--- config.mk ---
export PLATFORM = sky130hd
export DESIGN_NAME = image_write_ctrl_flat
export DESIGN_NICKNAME = d
export VERILOG_FILES = /design/src/rtl/image_write_ctrl_if.sv /design/src/rtl/image_write_ctrl.sv /design/src/flat_wrapper.sv
export SDC_FILE = /design/constraint.sdc
export NUM_CORES = 1
export LEC_CHECK = 0
export CAP_MARGIN = 20
export CORE_MARGIN = 3
export CORE_UTILIZATION = 25
export CTS_BUF_LIST = sky130_fd_sc_hd__clkbuf_4 sky130_fd_sc_hd__clkbuf_8
export DETAILED_ROUTE_END_ITERATION = 6
export PLACE_DENSITY = 0.48
export SLEW_MARGIN = 20
export SYNTH_ARGS = -nofsm -noshare
export SYNTH_HDL_FRONTEND = slang
export SYNTH_SLANG_ARGS = --single-unit
export TNS_END_PERCENT = 30
--- constraint.sdc ---
create_clock -name clk -period 1.7 [get_ports clk]
set_input_delay 0.255 -clock clk [delete_from_list [all_inputs] [get_ports clk]]
set_output_delay 0.255 -clock clk [all_outputs]
set_load 0.005 [all_outputs]
--- src/rtl/image_write_ctrl_if.sv ---
// Signal bundle between the image load sequencer and its host / image_write peers.
// The master side drives config, requests and write strobes. The slave side is the controller.
interface image_write_ctrl_if #(
  parameter int CFG_DWIDTH = 32,
  parameter int CFG_AWIDTH = 5,
  parameter int CNT_WIDTH  = 24
);
  logic [CFG_DWIDTH-1:0] cfg_data;
  logic [CFG_AWIDTH-1:0] cfg_addr;
  logic                  cfg_valid;
  logic                  start_val;
  logic                  start_rdy;
  logic                  abort;
  logic                  next;
  logic                  wr_val;
  logic                  str_en;
  logic                  busy;
  logic                  done;
  logic                  err;
  logic [CNT_WIDTH-1:0]  words;

  modport master (
    output cfg_data, cfg_addr, cfg_valid, start_val, abort, wr_val,
    input  start_rdy, next, str_en, busy, done, err, words
  );

  modport slave (
    input  cfg_data, cfg_addr, cfg_valid, start_val, abort, wr_val,
    output start_rdy, next, str_en, busy, done, err, words
  );
endinterface

--- src/rtl/image_write_ctrl.sv ---
// Image load sequencer: it snoops the load length from the config bus and arms image_write.
// It gates the image stream for one load and counts the committed words until completion.
module image_write_ctrl #(
  parameter int                    CFG_DWIDTH   = 32,
  parameter int                    CFG_AWIDTH   = 5,
  parameter logic [CFG_AWIDTH-1:0] CFG_LEN_ADDR = 5'd20,
  parameter int                    CNT_WIDTH    = 24
) (
  input logic               clk,
  input logic               rst_n,
  image_write_ctrl_if.slave bus
);

  typedef enum logic [1:0] {
    S_IDLE = 2'd0,
    S_ARM  = 2'd1,
    S_RUN  = 2'd2,
    S_DONE = 2'd3
  } state_t;

  state_t               r_state;
  state_t               w_state_nxt;

  logic [CNT_WIDTH-1:0] r_len_sh;
  logic [CNT_WIDTH-1:0] r_len_act;
  logic [CNT_WIDTH-1:0] r_words;
  logic                 r_next;
  logic                 r_str_en;
  logic                 r_busy;
  logic                 r_done;
  logic                 r_err;

  logic                 w_cfg_len_hit;
  logic                 w_accept;
  logic                 w_inc;
  logic                 w_last;
  logic                 w_spurious;
  logic                 w_underrun;

  assign w_cfg_len_hit = bus.cfg_valid && (bus.cfg_addr == CFG_LEN_ADDR);
  assign w_accept      = (r_state == S_IDLE) && bus.start_val;
  assign w_inc         = (r_state == S_RUN) && bus.wr_val;
  // Compare before the increment, so an all-ones length never has to represent len+1.
  assign w_last        = w_inc && (r_words == r_len_act);
  assign w_spurious    = bus.wr_val && (r_state != S_RUN);
  assign w_underrun    = bus.abort && (r_state == S_RUN) && (r_words <= r_len_act);

  // NOTE: every combinational output gets a default first so that no path leaves it unassigned (no latch).
  always_comb begin
    w_state_nxt = r_state;
    unique case (r_state)
      S_IDLE:  if (bus.start_val) w_state_nxt = S_ARM;
      S_ARM:   w_state_nxt = S_RUN;
      S_RUN:   if (w_last) w_state_nxt = S_DONE;
      S_DONE:  w_state_nxt = S_IDLE;
      default: w_state_nxt = S_IDLE;
    endcase
    // Abort overrides everything outside IDLE, including a coincident final word.
    if (bus.abort && (r_state != S_IDLE)) w_state_nxt = S_IDLE;
  end

  // NOTE: sequential state uses non-blocking assignments only, so every register samples pre-edge values.
  always_ff @(posedge clk or negedge rst_n) begin
    if (!rst_n) r_state <= S_IDLE;
    else        r_state <= w_state_nxt;
  end

  // Outputs are decoded from the next state, so they are registered and aligned with the state.
  always_ff @(posedge clk or negedge rst_n) begin
    if (!rst_n) begin
      r_next   <= 1'b0;
      r_str_en <= 1'b0;
      r_busy   <= 1'b0;
      r_done   <= 1'b0;
    end else begin
      r_next   <= (w_state_nxt == S_ARM);
      r_str_en <= (w_state_nxt == S_RUN);
      r_busy   <= (w_state_nxt != S_IDLE);
      r_done   <= (w_state_nxt == S_DONE);
    end
  end

  always_ff @(posedge clk or negedge rst_n) begin
    if (!rst_n) begin
      r_len_sh  <= '0;
      r_len_act <= '0;
      r_words   <= '0;
      r_err     <= 1'b0;
    end else begin
      if (w_cfg_len_hit) r_len_sh <= bus.cfg_data[CNT_WIDTH-1:0];
      // A cfg write in the accept cycle only lands in the shadow, so the old length is used.
      if (w_accept) begin
        r_len_act <= r_len_sh;
        r_words   <= '0;
      end else if (w_inc) begin
        r_words <= r_words + CNT_WIDTH'(1);
      end
      if (w_spurious || w_underrun) r_err <= 1'b1;
      else if (w_accept)            r_err <= 1'b0;
    end
  end

  if (CNT_WIDTH < CFG_DWIDTH) begin : g_cfg_hi
    logic w_unused_cfg_hi;
    assign w_unused_cfg_hi = |bus.cfg_data[CFG_DWIDTH-1:CNT_WIDTH];
  end

  assign bus.start_rdy = (r_state == S_IDLE);
  assign bus.next      = r_next;
  assign bus.str_en    = r_str_en;
  assign bus.busy      = r_busy;
  assign bus.done      = r_done;
  assign bus.err       = r_err;
  assign bus.words     = r_words;

endmodule

--- src/flat_wrapper.sv ---
// flat-port wrapper written by rule: the top's interface ports become plain ports
module image_write_ctrl_flat 
#(
  parameter int                    CFG_DWIDTH   = 32,
  parameter int                    CFG_AWIDTH   = 5,
  parameter logic [CFG_AWIDTH-1:0] CFG_LEN_ADDR = 5'd20,
  parameter int                    CNT_WIDTH    = 24
)
  (clk, rst_n, bus_cfg_data, bus_cfg_addr, bus_cfg_valid, bus_start_val, bus_abort, bus_wr_val, bus_start_rdy, bus_next, bus_str_en, bus_busy, bus_done, bus_err, bus_words);
  image_write_ctrl_if #(.CFG_DWIDTH(CFG_DWIDTH), .CFG_AWIDTH(CFG_AWIDTH), .CNT_WIDTH(CNT_WIDTH)) bus_i ();
  input logic clk;
  input logic rst_n;
  input wire logic [$bits(bus_i.cfg_data)-1:0] bus_cfg_data;
  input wire logic [$bits(bus_i.cfg_addr)-1:0] bus_cfg_addr;
  input wire logic [$bits(bus_i.cfg_valid)-1:0] bus_cfg_valid;
  input wire logic [$bits(bus_i.start_val)-1:0] bus_start_val;
  input wire logic [$bits(bus_i.abort)-1:0] bus_abort;
  input wire logic [$bits(bus_i.wr_val)-1:0] bus_wr_val;
  output wire logic [$bits(bus_i.start_rdy)-1:0] bus_start_rdy;
  output wire logic [$bits(bus_i.next)-1:0] bus_next;
  output wire logic [$bits(bus_i.str_en)-1:0] bus_str_en;
  output wire logic [$bits(bus_i.busy)-1:0] bus_busy;
  output wire logic [$bits(bus_i.done)-1:0] bus_done;
  output wire logic [$bits(bus_i.err)-1:0] bus_err;
  output wire logic [$bits(bus_i.words)-1:0] bus_words;
  assign bus_i.cfg_data = bus_cfg_data;
  assign bus_i.cfg_addr = bus_cfg_addr;
  assign bus_i.cfg_valid = bus_cfg_valid;
  assign bus_i.start_val = bus_start_val;
  assign bus_i.abort = bus_abort;
  assign bus_i.wr_val = bus_wr_val;
  assign bus_start_rdy = bus_i.start_rdy;
  assign bus_next = bus_i.next;
  assign bus_str_en = bus_i.str_en;
  assign bus_busy = bus_i.busy;
  assign bus_done = bus_i.done;
  assign bus_err = bus_i.err;
  assign bus_words = bus_i.words;
  image_write_ctrl #(.CFG_DWIDTH(CFG_DWIDTH), .CFG_AWIDTH(CFG_AWIDTH), .CFG_LEN_ADDR(CFG_LEN_ADDR), .CNT_WIDTH(CNT_WIDTH)) u_core (.clk(clk), .rst_n(rst_n), .bus(bus_i));
endmodule
==> results of run 1 <==
-- layout make-up --
type	count	area, um2
clock buffers	10	131
clock inverters	5	60.1
fillers	1463	9230
inverters	31	116
multi-input cells	238	1810
flip-flops and latches	79	1980
well taps	184	230
repair buffers	128	1190
-- state kept, by name, summed over array words and instances, names as in the netlist --
| name | count |
|---|---|
| u_core.bus.next | 1 |
| u_core.r_len_sh | 24 |
| u_core.bus.busy | 1 |
| u_core.bus.done | 1 |
| u_core.bus.err | 1 |
| u_core.r_state | 2 |
| u_core.bus.words | 24 |
| u_core.r_len_act | 24 |
| u_core.bus.str_en | 1 |
-- layer usage --
layer  GRT usage, %  part of all wire, %  vias to the layer above
li1               -                    -                     1478
met1           16.0                   50                     1401
met2           17.4                   43                       56
met3           2.47                  4.3                       16
met4           5.50                  2.5                        0
met5              0                    0                        -
-- where the power goes --
part	leakage (nW)	total, mW	switching (mW)	internal, mW
clock	0.0957	1.39	0.698	0.689
combinational	1.51	2.54	1.24	1.30
sequential	1.04	2.55	0.185	2.36
-- logic make-up after synthesis --
kind of cell	after synthesis	share of synthesized area [%]
and+or+nand+nor	110	15.2
DFF	79	51.8
AOI/OAI and AO/OA	57	8.20
buffers and inverters	42	4.23
adders and majority gates	27	8.86
muxes	25	7.35
xor gates and xnor gates	19	4.36
-- metrics by stage --
step                      power (mW)  util [%]  instance area [um2]  std cells  TNS [ns]
final                           6.48      37.4                 5520        675     -1.10
after global routing            7.00      37.4                 5520        675     -2.68
after CTS                       6.51      36.7                 5410        672     -1.36
after floorplan                 3.81         -                 3860        359    -0.368
after global placement          4.93      35.0                 5170        655     -4.33
after detailed placement        4.99      35.0                 5170        655     -5.28
-- worst paths after layout --
| path | depth (start not counted) | slack (ns) | to | from |
|---|---|---|---|---|
| setup / recovery | 8 | -0.26 | u_core.bus.done | u_core.bus.words[13] |
| min in group clk | 2 | 0.49 | u_core.r_len_act[4] | u_core.r_len_sh[4] |
| hold reg to reg | 2 | 0.49 | u_core.r_len_act[4] | u_core.r_len_sh[4] |
| hold / removal | 2 | 0.30 | u_core.r_len_sh[19] | rst_n |
| max in group asynchronous | 3 | 0.86 | u_core.bus.words[3] | rst_n |
| setup reg to reg | 8 | -0.26 | u_core.bus.done | u_core.bus.words[13] |
-- repair_timing --
action,4_1_cts,5_1_grt
hold buffers,1,0
resized for setup,7,26
setup buffers,1,3
endpoints found under the hold margin,15,0
pin swaps,4,9
endpoints found under the setup margin,16,29
-- layout by cell type (no fill, tap or decap), drive strengths merged, types with 4 or more instances in the layout --
cell type	instances
a21oi	16
and3	5
buf	64
clkbuf	11
clkdlybuf4s50	55
dfrtp	79
dlymetal6s2s	6
ha	27
inv	31
mux2	24
nand2	43
nand3	10
nand4	11
nor2	23
o21ai	35
or3	4
xnor2	4
xor2	15
-- worst max-delay path, stage by stage, from the launching register on --
cell	delay (ns)
dfrtp_1	0.44
ha_4	0.29
nand4_1	0.14
nor4_2	0.33
nand2_1	0.15
o311ai_4	0.25
o21ai_2	0.11
inv_1	0.07
and2_1	0.12
==> results by stage, run 1 <==
Outcome:
- The run finished, with violations left.
- The checks that failed: setup timing.

Worst setup path:
- Of all nets on the critical path, the largest fanout is 3.
- The worst setup path is captured at a flop.
- At the worst endpoint, the required time is 2.00 ns.
- The type of origin of the critical path is a flop.
- The worst setup path is of the flop to flop kind.
- At the worst endpoint, the arrival time is 2.26 ns.

Synthesis:
- The sequential-to-total area share from yosys stat is 51.8%.
- The count of flip-flops with a built-in enable after synthesis is 0.
- The number of distinct library cells after synthesis is 37.
- The share of the synthesized area in the top cell type is 51.8%.
- The top flip-flop cell by instance count after synthesis is dfrtp_1.
- Counting instances in the post-synthesis netlist gives the leading cell types as dfrtp_1 (79), nand2_1 (43), o21ai_0 (34), inv_1 (31), ha_1 (27).
- By instance count, the leading cell after synthesis is dfrtp_1.
- The mean post-synth cell area is 10.6 um2.
- The post-synthesis cell area is 0.00381 mm2.
- In the synthesized netlist the async set-or-reset flop fraction comes to 100%.
- By area the synthesized netlist is led by dfrtp_1 (52%), ha_1 (8.9%), mux2_2 (7.1%), o21ai_0 (4.5%), nand2_1 (4.2%).
- The library cell with the largest summed area after synthesis is dfrtp_1.
- The count of warnings emitted by yosys is 0.
- The synthesized design contains 79 register bits.
- The post-synthesis net count is 429.
- The synthesized instance count is 359.

Final layout:
- The net count reported at finish is 557.
- In the final layout, the share of cells above drive strength 1 is 27.7%.
- The area growth from synthesis to final layout is 44.8%.
- The repair_antennas step left the layout with diodes totalling 0.

Routing:
- The average wire per cell in the routed design is 13.7 um.
- The post-detailed-route DRC marker count is 0.
- The final layout contains routed wiring with a total length of 9250 um.
- The detailed-router iteration count before antenna repair is 5.
- The first routing iteration left 143 violations.
- Across all layers, the routed design uses 2951 vias.
- The number of nets with antenna violations after routing is 0.
- Using the TritonRoute via totals, the vias-per-cell ratio works out to 4.37.

Clock network:
- The clock-pin slew on the worst setup and hold paths is 0.08 ns.
- For the worst-skew pair, the clock arrives at the later sink with an insertion delay of 0.36 ns.
- The CTS sink count is 79.
- TritonCTS built the clock tree.
- CTS placed an instance of clkbuf_8 at the clock tree root.
- The total clock buffers created by CTS is 9.
- The H-tree depth is 3.
- The longest clock path from root to sink contains 2 buffers.

Placement:
- The post-DP HPWL is 6930 um.
- Port buffering added 64 buffers.
- Before CTS, the worst setup slack after placement is -0.290 ns.
- The placer congestion estimate is 0.788.

Min path:
- In this run the worst hold path is classified as primary input to asynchronous set/reset pin.

STA:
- The slew at the pin closest to its max-slew limit is 0.352 ns.
- The number of endpoints with negative hold slack in the final report was 0.
- The setup slack after layout is -0.258 ns.
- The tightest slew margin relative to the limit is 76.3%.
- Setup violations remaining at the end of the flow were counted as 6.
- For the finished layout, the period the worst path requires is 1.96 ns.
- The smallest hold slack is 0.300 ns.
- For this run, the top clock speed supported by timing is 511 MHz.
- Setup repair after global routing could not meet its margin everywhere.
- The worst path uses 115% of the clock period.
- The final count of pins violating max slew is 0.
- The final clock skew is 0.00885 ns.

Global route:
- Global routing consumed, over all layers together, 11.6% of the routing resources.
- The total overflow left after global routing is 0.
- Entering global routing, the biggest net connects 52 pins.
- The first global-routing pass estimated 15300 um of wire.
- The via count of the first global-routing pass was 3043.
- The number of antenna violations at the first check in global routing is 0.

Floorplanning:
- The core region is 0.0148 mm2.
- The horizontal die dimension is 130 um.
- Row generation in the floorplan step produced 44 rows.
- The number of top-level design ports is 73.
- In this run the vertical extent of the chip is 130 um.
- For this configuration, the core starts out at a cell density of 25.8%.
- The floorplan step defined a die boundary enclosing 0.0168 mm2.

Power:
- Power spread over the standard cell area amounts to 1170 mW/mm2.
- In this run the static leakage power is 2.65 nW.
- VDD sags by at most 410 uV.

Run:
- The reported max-cap violation count is 0.
No activity file was read; power rests on OpenSTA's default activity.
==> run 2: changes to the inputs <==
--- a/config.mk
+++ b/config.mk
@@ -15,4 +15,4 @@
 export SYNTH_ARGS = -nofsm -noshare
 export SYNTH_HDL_FRONTEND = slang
 export SYNTH_SLANG_ARGS = --single-unit
-export TNS_END_PERCENT = 30
+export TNS_END_PERCENT = 5
==> constraint.sdc (replaced) <==
create_clock -name clk -period 1.7 [get_ports clk]
set_input_delay 0.51 -clock clk [delete_from_list [all_inputs] [get_ports clk]]
set_output_delay 0.51 -clock clk [all_outputs]
set_load 0.005 [all_outputs]
==> run 2 against run 1 <==
The run still ends with setup timing left; register-to-register slack lost 0.06 ns; non-clock buffer count grew 3; global-route usage grew 0.12 points; final cell count grew 0.59%; largest power group is now combinational cells.
==> results by stage, run 2 (synthesis gave the netlist of run 1 again) <==
Clock network:
- The CTS tree is yes.
- The total clock buffers created by CTS is 9.
- The clock-pin slew on the worst setup and hold paths is 0.09 ns.
- The clock passes through at most 2 buffers.
- The H-tree depth is 3.
- The clock reaches the later pin of the worst-skew pair after 0.37 ns.
- The buffer cell driving the clock tree root is clkbuf_8.
- Clock tree synthesis found a total of 79 sinks.

Final layout:
- From synthesis to final layout, the design area changed by 47.6%.
- Cells fill 38.2% of the core in the end.
- The net count reported at finish is 560.
- The number of fillers in the final layout is 1468.
- The fraction of final layout cells with drive strength greater than 1 is 29.3%.
- The final instance area is 0.00563 mm2.
- The most common cell after layout, fill and taps aside is dfrtp_1.
- Summing all multi-input logic gate instances after layout gives 0.00184 mm2.
- Leaving out fill and tap cells, the most frequent cells in the layout are dfrtp_1 (77), buf_4 (43), nand2_1 (42).
- 0 antenna diodes ended up in the layout.
- The total area of sequential cells is 0.00198 mm2.

Worst setup path:
- The critical path runs through a total of 8 cells.
- The worst register-to-register path ends at u_core.bus.done.
- In this run the worst path has a maximum fanout of 3.
- The data arrival time at the worst-slack endpoint is 2.33 ns.
- The critical path is of the flop to flop type.
- The slowest stage of the critical path is the dfrtp_1 cell.
- The startpoint identified for the worst register-to-register timing path is u_core.bus.words[21].
- Counting cells, the worst reg-to-reg path comes to 8.
- The setup slack of the most critical reg-to-reg path is -0.32 ns.
- The cell class contributing the biggest share of worst-path delay is simple AND/OR/NAND/NOR gates.
- The worst setup path is captured at a flop.
- The count of buffer and inverter cells on the critical path is 1.
- STA classifies the critical path startpoint as a flop.
- At the worst endpoint, the required time is 2.01 ns.
- On the worst path, the slowest cell contributes a delay of 0.44 ns.
- The signal on the critical path passes through ha_4, nand4_1, nor4_4, nand2_2, o311ai_4, o21ai_2, inv_1, and2_1.
- The critical path starts at u_core.bus.words[21].

Routing:
- After detailed routing, the number of vias per cell comes to 4.36.
- For this block, the via count after detailed routing is 2959.
- The number of DRC markers in iteration 0 is 72.
- In the final routed layout, each cell accounts on average for 13.6 um.
- The detailed-router iteration count before antenna repair is 4.
- In this run the remaining antenna-violating nets after routing total 0.
- Wires add up to 9220 um.
- After detailed routing, the number of remaining DRC violations is 0.

Power:
- The power density over cell area is 1200 mW/mm2.
- Summed over all nets, the switching power comes to 2.19 mW.
- The internal portion of the total power is 4.55 mW.
- The share of power burned in registers is 37.7%.
- The leakage component of the power is 2.64 nW.
- The clock network power share is 23.4%.
- Across the VDD grid, the largest voltage drop is 559 uV.
- The share of total power in combinational logic is 38.9%.
- Net switching is 32.5% of the power.

STA:
- For this run, the top clock speed supported by timing is 496 MHz.
- The final-report setup violation count is 11.
- The post-route clock period utilization is 119%.
- Setup repair after global routing could not meet its margin everywhere.
- Clock skew on the completed layout was measured at 0.0145 ns.
- The setup slack after layout is -0.318 ns.
- The number of endpoints with negative hold slack in the final report came to 0.
- The final count of pins violating max slew is 0.
- The worst pin sits at a relative slew slack of 73.5%.
- For the final routed database, the setup TNS stands at -1.80 ns.
- The slew at the pin closest to its max-slew limit is 0.394 ns.
- Subtracting the final worst setup slack from the clock period gives 2.02 ns.

Outcome:
- The final reports fail on setup timing.
- The run finished, with violations left.

Placement:
- Port buffering added 64 buffers.
- The placer congestion estimate is 0.786.
- The post-DP HPWL is 7040 um.
- The instance area after placement is 0.00519 mm2.

Min path:
- The number of instances on the worst hold path is 2.
- The type of the most critical hold path is flop to flop.
- The worst hold path begins at u_core.r_len_sh[19].
- The capture endpoint of the worst hold path is u_core.r_len_act[19].

Floorplanning:
- The initialized floorplan defines 44 standard-cell rows.
- The die area is 0.0168 mm2.
- After floorplanning, the core was sized to cover 0.0148 mm2.
- Pin placement for this block handled 73 I/O pins.
- In this run the horizontal extent of the chip is 130 um.
- The initial utilization of the core area, before any placement, comes to 25.8%.
- The die is 130 um tall.

Global route:
- The via count of the first global-routing pass is 3122.
- The number of antenna violations at the first check in global routing came to 0.
- The first global-routing pass estimated 15400 um of wire.
- The pin count of the biggest net entering global routing is 33.
- The global-route congestion overflow total is 0.
- Global routing used 11.8% of the available tracks across all layers.

Run:
- The tool flagged a number of max-cap violations equal to 0.
-- run 2: per-stage QoR --
step	worst slack [ns]	power, mW	cells	hold WS (ns)
2_1_floorplan	-0.139	3.77	359	0.214
3_3_place_gp	-0.478	4.90	660	0.352
3_5_place_dp	-0.504	4.99	660	0.356
4_1_cts	-0.324	6.79	679	0.493
5_1_grt	-0.477	7.28	679	0.506
6_report	-0.318	6.74	679	0.487
-- run 2: power by group through the flow --
stage / logic [mW] / clock network (mW) / registers (mW)
global route: 2.98 / 1.71 / 2.59
CTS: 2.62 / 1.63 / 2.54
floorplan: 1.22 / 0 / 2.55
global placement: 2.35 / 0 / 2.55
finish: 2.62 / 1.58 / 2.54
detailed placement: 2.41 / 0 / 2.58
-- run 2: worst max-delay path by stage --
stage                                end  slack, ns
global placement    u_core.bus.words[23]      -0.48
floorplan                u_core.bus.done      -0.14
finish                   u_core.bus.done      -0.32
CTS                      u_core.bus.done      -0.32
global route             u_core.bus.done      -0.48
detailed placement  u_core.bus.words[21]      -0.50
-- run 2: layout make-up --
class | count | share of cell area, %
Clock inverter | 7 | 1.71
Multi-Input combinational cell | 238 | 32.6
Clock buffer | 9 | 2.20
Sequential cell | 79 | 35.2
Timing Repair Buffer | 131 | 22.2
Inverter | 31 | 2.07
Tap cell | 184 | 4.09
-- run 2: routing by layer --
metal / up-vias / wire (um) / track usage, %
li1: 1491 / - / -
met1: 1397 / 4680 / 16.2
met2: 55 / 3980 / 17.6
met3: 16 / 320 / 2.51
met4: 0 / 232 / 5.56
met5: - / 0 / 0
-- run 2: worst reg2reg max path: cells and delay by family, from the launching register on --
kind                     cells  cell delay (ns)
AND/OR/NAND/NOR              4             0.79
flip-flops                   1             0.44
AO/OA/AOI/OAI                2             0.36
adder cells (fa/ha/maj)      1             0.29
buffers and inverters        1             0.08
-- run 2: timing repair --
action	CTS	global route
gates resized for setup	90	14
hold endpoints to repair	7	0
buffers inserted	3	0
endpoints found under the setup margin	53	33
pin swaps	13	9
hold buffers	1	0
==> run 3: changes to the inputs <==
--- a/config.mk
+++ b/config.mk
@@ -5,13 +5,12 @@
 export SDC_FILE = /design/constraint.sdc
 export NUM_CORES = 1
 export LEC_CHECK = 0
-export CAP_MARGIN = 20
+export CAP_MARGIN = 10
 export CORE_MARGIN = 3
 export CORE_UTILIZATION = 25
 export CTS_BUF_LIST = sky130_fd_sc_hd__clkbuf_4 sky130_fd_sc_hd__clkbuf_8
 export DETAILED_ROUTE_END_ITERATION = 6
-export PLACE_DENSITY = 0.48
-export SLEW_MARGIN = 20
+export PLACE_DENSITY = 0.46
 export SYNTH_ARGS = -nofsm -noshare
 export SYNTH_HDL_FRONTEND = slang
 export SYNTH_SLANG_ARGS = --single-unit
==> constraint.sdc (replaced) <==
create_clock -name clk -period 2.4 [get_ports clk]
set_input_delay 0.72 -clock clk [delete_from_list [all_inputs] [get_ports clk]]
set_output_delay 0.72 -clock clk [all_outputs]
set_load 0.005 [all_outputs]
==> run 3 against run 2 <==
The flow now finishes without violations; total power down 40%; die area stayed put; clock power fell by 42%; hold slack worse by 0.18 ns.
==> results by stage, run 3 (synthesis gave the netlist of run 1 again) <==
Worst setup path:
- The critical path's slowest cell is clkdlybuf4s50_1.
- The launch point of the worst path is u_core.r_state[0].
- In this run the register-to-register setup slack is 0.16 ns.
- The reg-to-reg startpoint is u_core.bus.words[22].
- In this run the critical register-to-register path is captured at u_core.bus.done.
- The setup path with the least slack is of type flop to primary output.
- The cell depth of the worst flop-to-flop path is 9.
- The data arrival time at the worst-slack endpoint is 1.58 ns.
- The worst setup path is launched from a flop.
- Of all nets on the critical path, the largest fanout is 7.
- The most critical setup path has its endpoint at bus_start_rdy.
- The largest single stage delay on the critical path is 0.51 ns.
- The critical path goes through inv_1, ha_4, clkdlybuf4s50_1.
- The kind of capture point of the worst setup path is a primary output.
- The worst endpoint required time is 1.68 ns.

STA:
- For the finished layout, the period the worst path requires is 2.30 ns.
- The final count of pins violating max slew was 0.
- Setup repair after global routing left no endpoint under its margin.
- The post-route clock period utilization is 95.8%.
- At the pin with the least slew margin, the transition time is 0.458 ns.
- The final clock skew is 0.00991 ns.
- The final-report setup violation count is 0.
- The tightest slew margin relative to the limit is 69.4%.
- For the final routed database, the setup TNS stands at 0 ns.
- The number of endpoints with negative hold slack in the final report came to 0.
- The smallest hold slack is 0.305 ns.
- The maximum clock frequency is 435 MHz.

Routing:
- The post-detailed-route DRC marker count is 0.
- The average wire per cell in the routed design is 13.9 um.
- The number of DRC markers in iteration 0 is 149.
- The top metal layer carrying routed signals is met4.
- Wires add up to 8720 um.
- After detailed routing, the met3 layer carries 265 um of wire.
- The detail route stage leaves a number of antenna-violating nets equal to 0.
- The met1 layer wirelength in the final routing is 4370 um.
- The routed design uses 3880 um of met2 wire.
- The final route contains 2772 vias.
- The detailed-router iteration count before antenna repair is 4.
- Dividing the detail-routed via count by the number of cells gives 4.43.

Floorplanning:
- The floorplan has 44 rows.
- The number of top-level design ports is 73.
- The horizontal die dimension is 130 um.
- The starting utilization of the core area is 25.8%.
- From bottom edge to top edge, the die measures 130 um.
- After floorplanning, the core was sized to cover 0.0148 mm2.
- The die covers 0.0168 mm2.

Power:
- Dividing total power by cell area gives a power density of 815 mW/mm2.
- The leakage component of the power is 2.26 nW.
- The worst ir drop on vdd is 362 uV.

Final layout:
- The most common cell after layout, fill and taps aside is dfrtp_1.
- The diode insertion count for antenna repair is 0.
- The area growth from synthesis to final layout is 30.8%.
- Leaving out fill and tap cells, the most frequent cells in the layout are dfrtp_1 (79), clkdlybuf4s50_1 (63), nand2_1 (43).
- The final cell count without fillers is 626.
- The number of fillers in the final layout is 1499.
- At the end of the flow, the number of nets in the layout was 507.
- At the end of the flow the core is filled with cells to 33.8%.
- The fraction of final layout cells with drive strength greater than 1 is 15.8%.

Outcome:
- The run finished with clean final reports.

Clock network:
- The count of buffers added by post-CTS timing repair for setup is 0.
- Gates resized during post-CTS repair numbered 1.
- In this run the number of H-tree levels came out at 3.
- The later pin in the worst-skew pair is clocked with a latency of 0.36 ns.
- The longest clock path from root to sink contains 2 buffers.
- The number of hold buffers added after CTS is 0.
- The clock net in this run drives a total of 79 sinks.
- TritonCTS built the clock tree.
- After clock tree synthesis, the clock-pin slew on the worst setup and hold paths is 0.08 ns.
- Counting the buffers created by CTS gives 9.
- CTS placed an instance of clkbuf_8 at the clock tree root.

Run:
- The reported max-cap violation count is 0.

Global route:
- The via count of the first global-routing pass is 2854.
- The global-route wire length before repair is 14600 um.
- Global routing used 11.1% of the available tracks across all layers.
- The number of antenna violations at the first check in global routing is 0.
- The pin count of the biggest net entering global routing is 72.
- The global-route congestion overflow total is 0.

Min path:
- The path class of the tightest hold or removal check is primary input to asynchronous set/reset pin.

Placement:
- The number of cells after detailed placement is 610.
- The count of input and output buffers is 64.
- The HPWL after detailed placement is 6470 um.
- The placer congestion estimate is 0.785.
==> run 3: worst min path at each step <==
stage / startpoint / to / slack, ns / cells after the start
6_report: rst_n / u_core.bus.next / 0.31 / 1
5_1_grt: rst_n / u_core.bus.next / 0.32 / 1
4_1_cts: rst_n / u_core.bus.next / 0.31 / 1
3_5_place_dp: u_core.r_len_sh[5] / u_core.r_len_act[5] / 0.47 / 2
3_3_place_gp: u_core.r_len_sh[0] / u_core.r_len_act[0] / 0.46 / 2
2_1_floorplan: rst_n / u_core.bus.busy / 0.42 / 0
==> run 3: power by group <==
| group | leakage (nW) | switching [mW] | total, mW | internal, mW |
|---|---|---|---|---|
| combinational | 1.14 | 0.743 | 1.35 | 0.607 |
| clock | 0.0849 | 0.507 | 0.914 | 0.407 |
| sequential | 1.04 | 0.128 | 1.80 | 1.67 |
| total | 2.26 | 1.38 | 4.06 | 2.69 |
==> run 3: worst max-delay path, delay by kind of cell, from the launching register on <==
family,cells,cell delay [ns]
adders and majority gates,1,0.21
buffers and inverters,2,0.66
DFF,1,0.37
==> run 3: layout make-up <==
type                    instances  area (um2)  share of cell area [%]
inverters                      31         116                    2.33
clock buffers                  10         138                    2.76
repair buffers                 78         781                    15.7
multi-input cells             238        1700                    34.1
clock inverters                 6        45.0                   0.903
well taps                     184         230                    4.62
flip-flops and latches         79        1980                    39.6
==> run 3: per-layer routing <==
metal  vias to the layer above  GRT usage [%]
met4                         0           5.13
met3                        13           2.02
met2                        42           16.9
met1                      1343           15.5
li1                       1374              -
met5                         -              0
==> run 3: stage by stage <==
| step | total power [mW] | worst slack, ns | area, um2 |
|---|---|---|---|
| final | 4.06 | 0.102 | 4990 |
| after global routing | 4.41 | 0.00996 | 4990 |
| after CTS | 4.09 | 0.0279 | 4970 |
| after detailed placement | 3.16 | -0.0608 | 4790 |
| after global placement | 3.10 | -0.0208 | 4790 |
| after floorplan | 2.65 | 0.501 | 3810 |
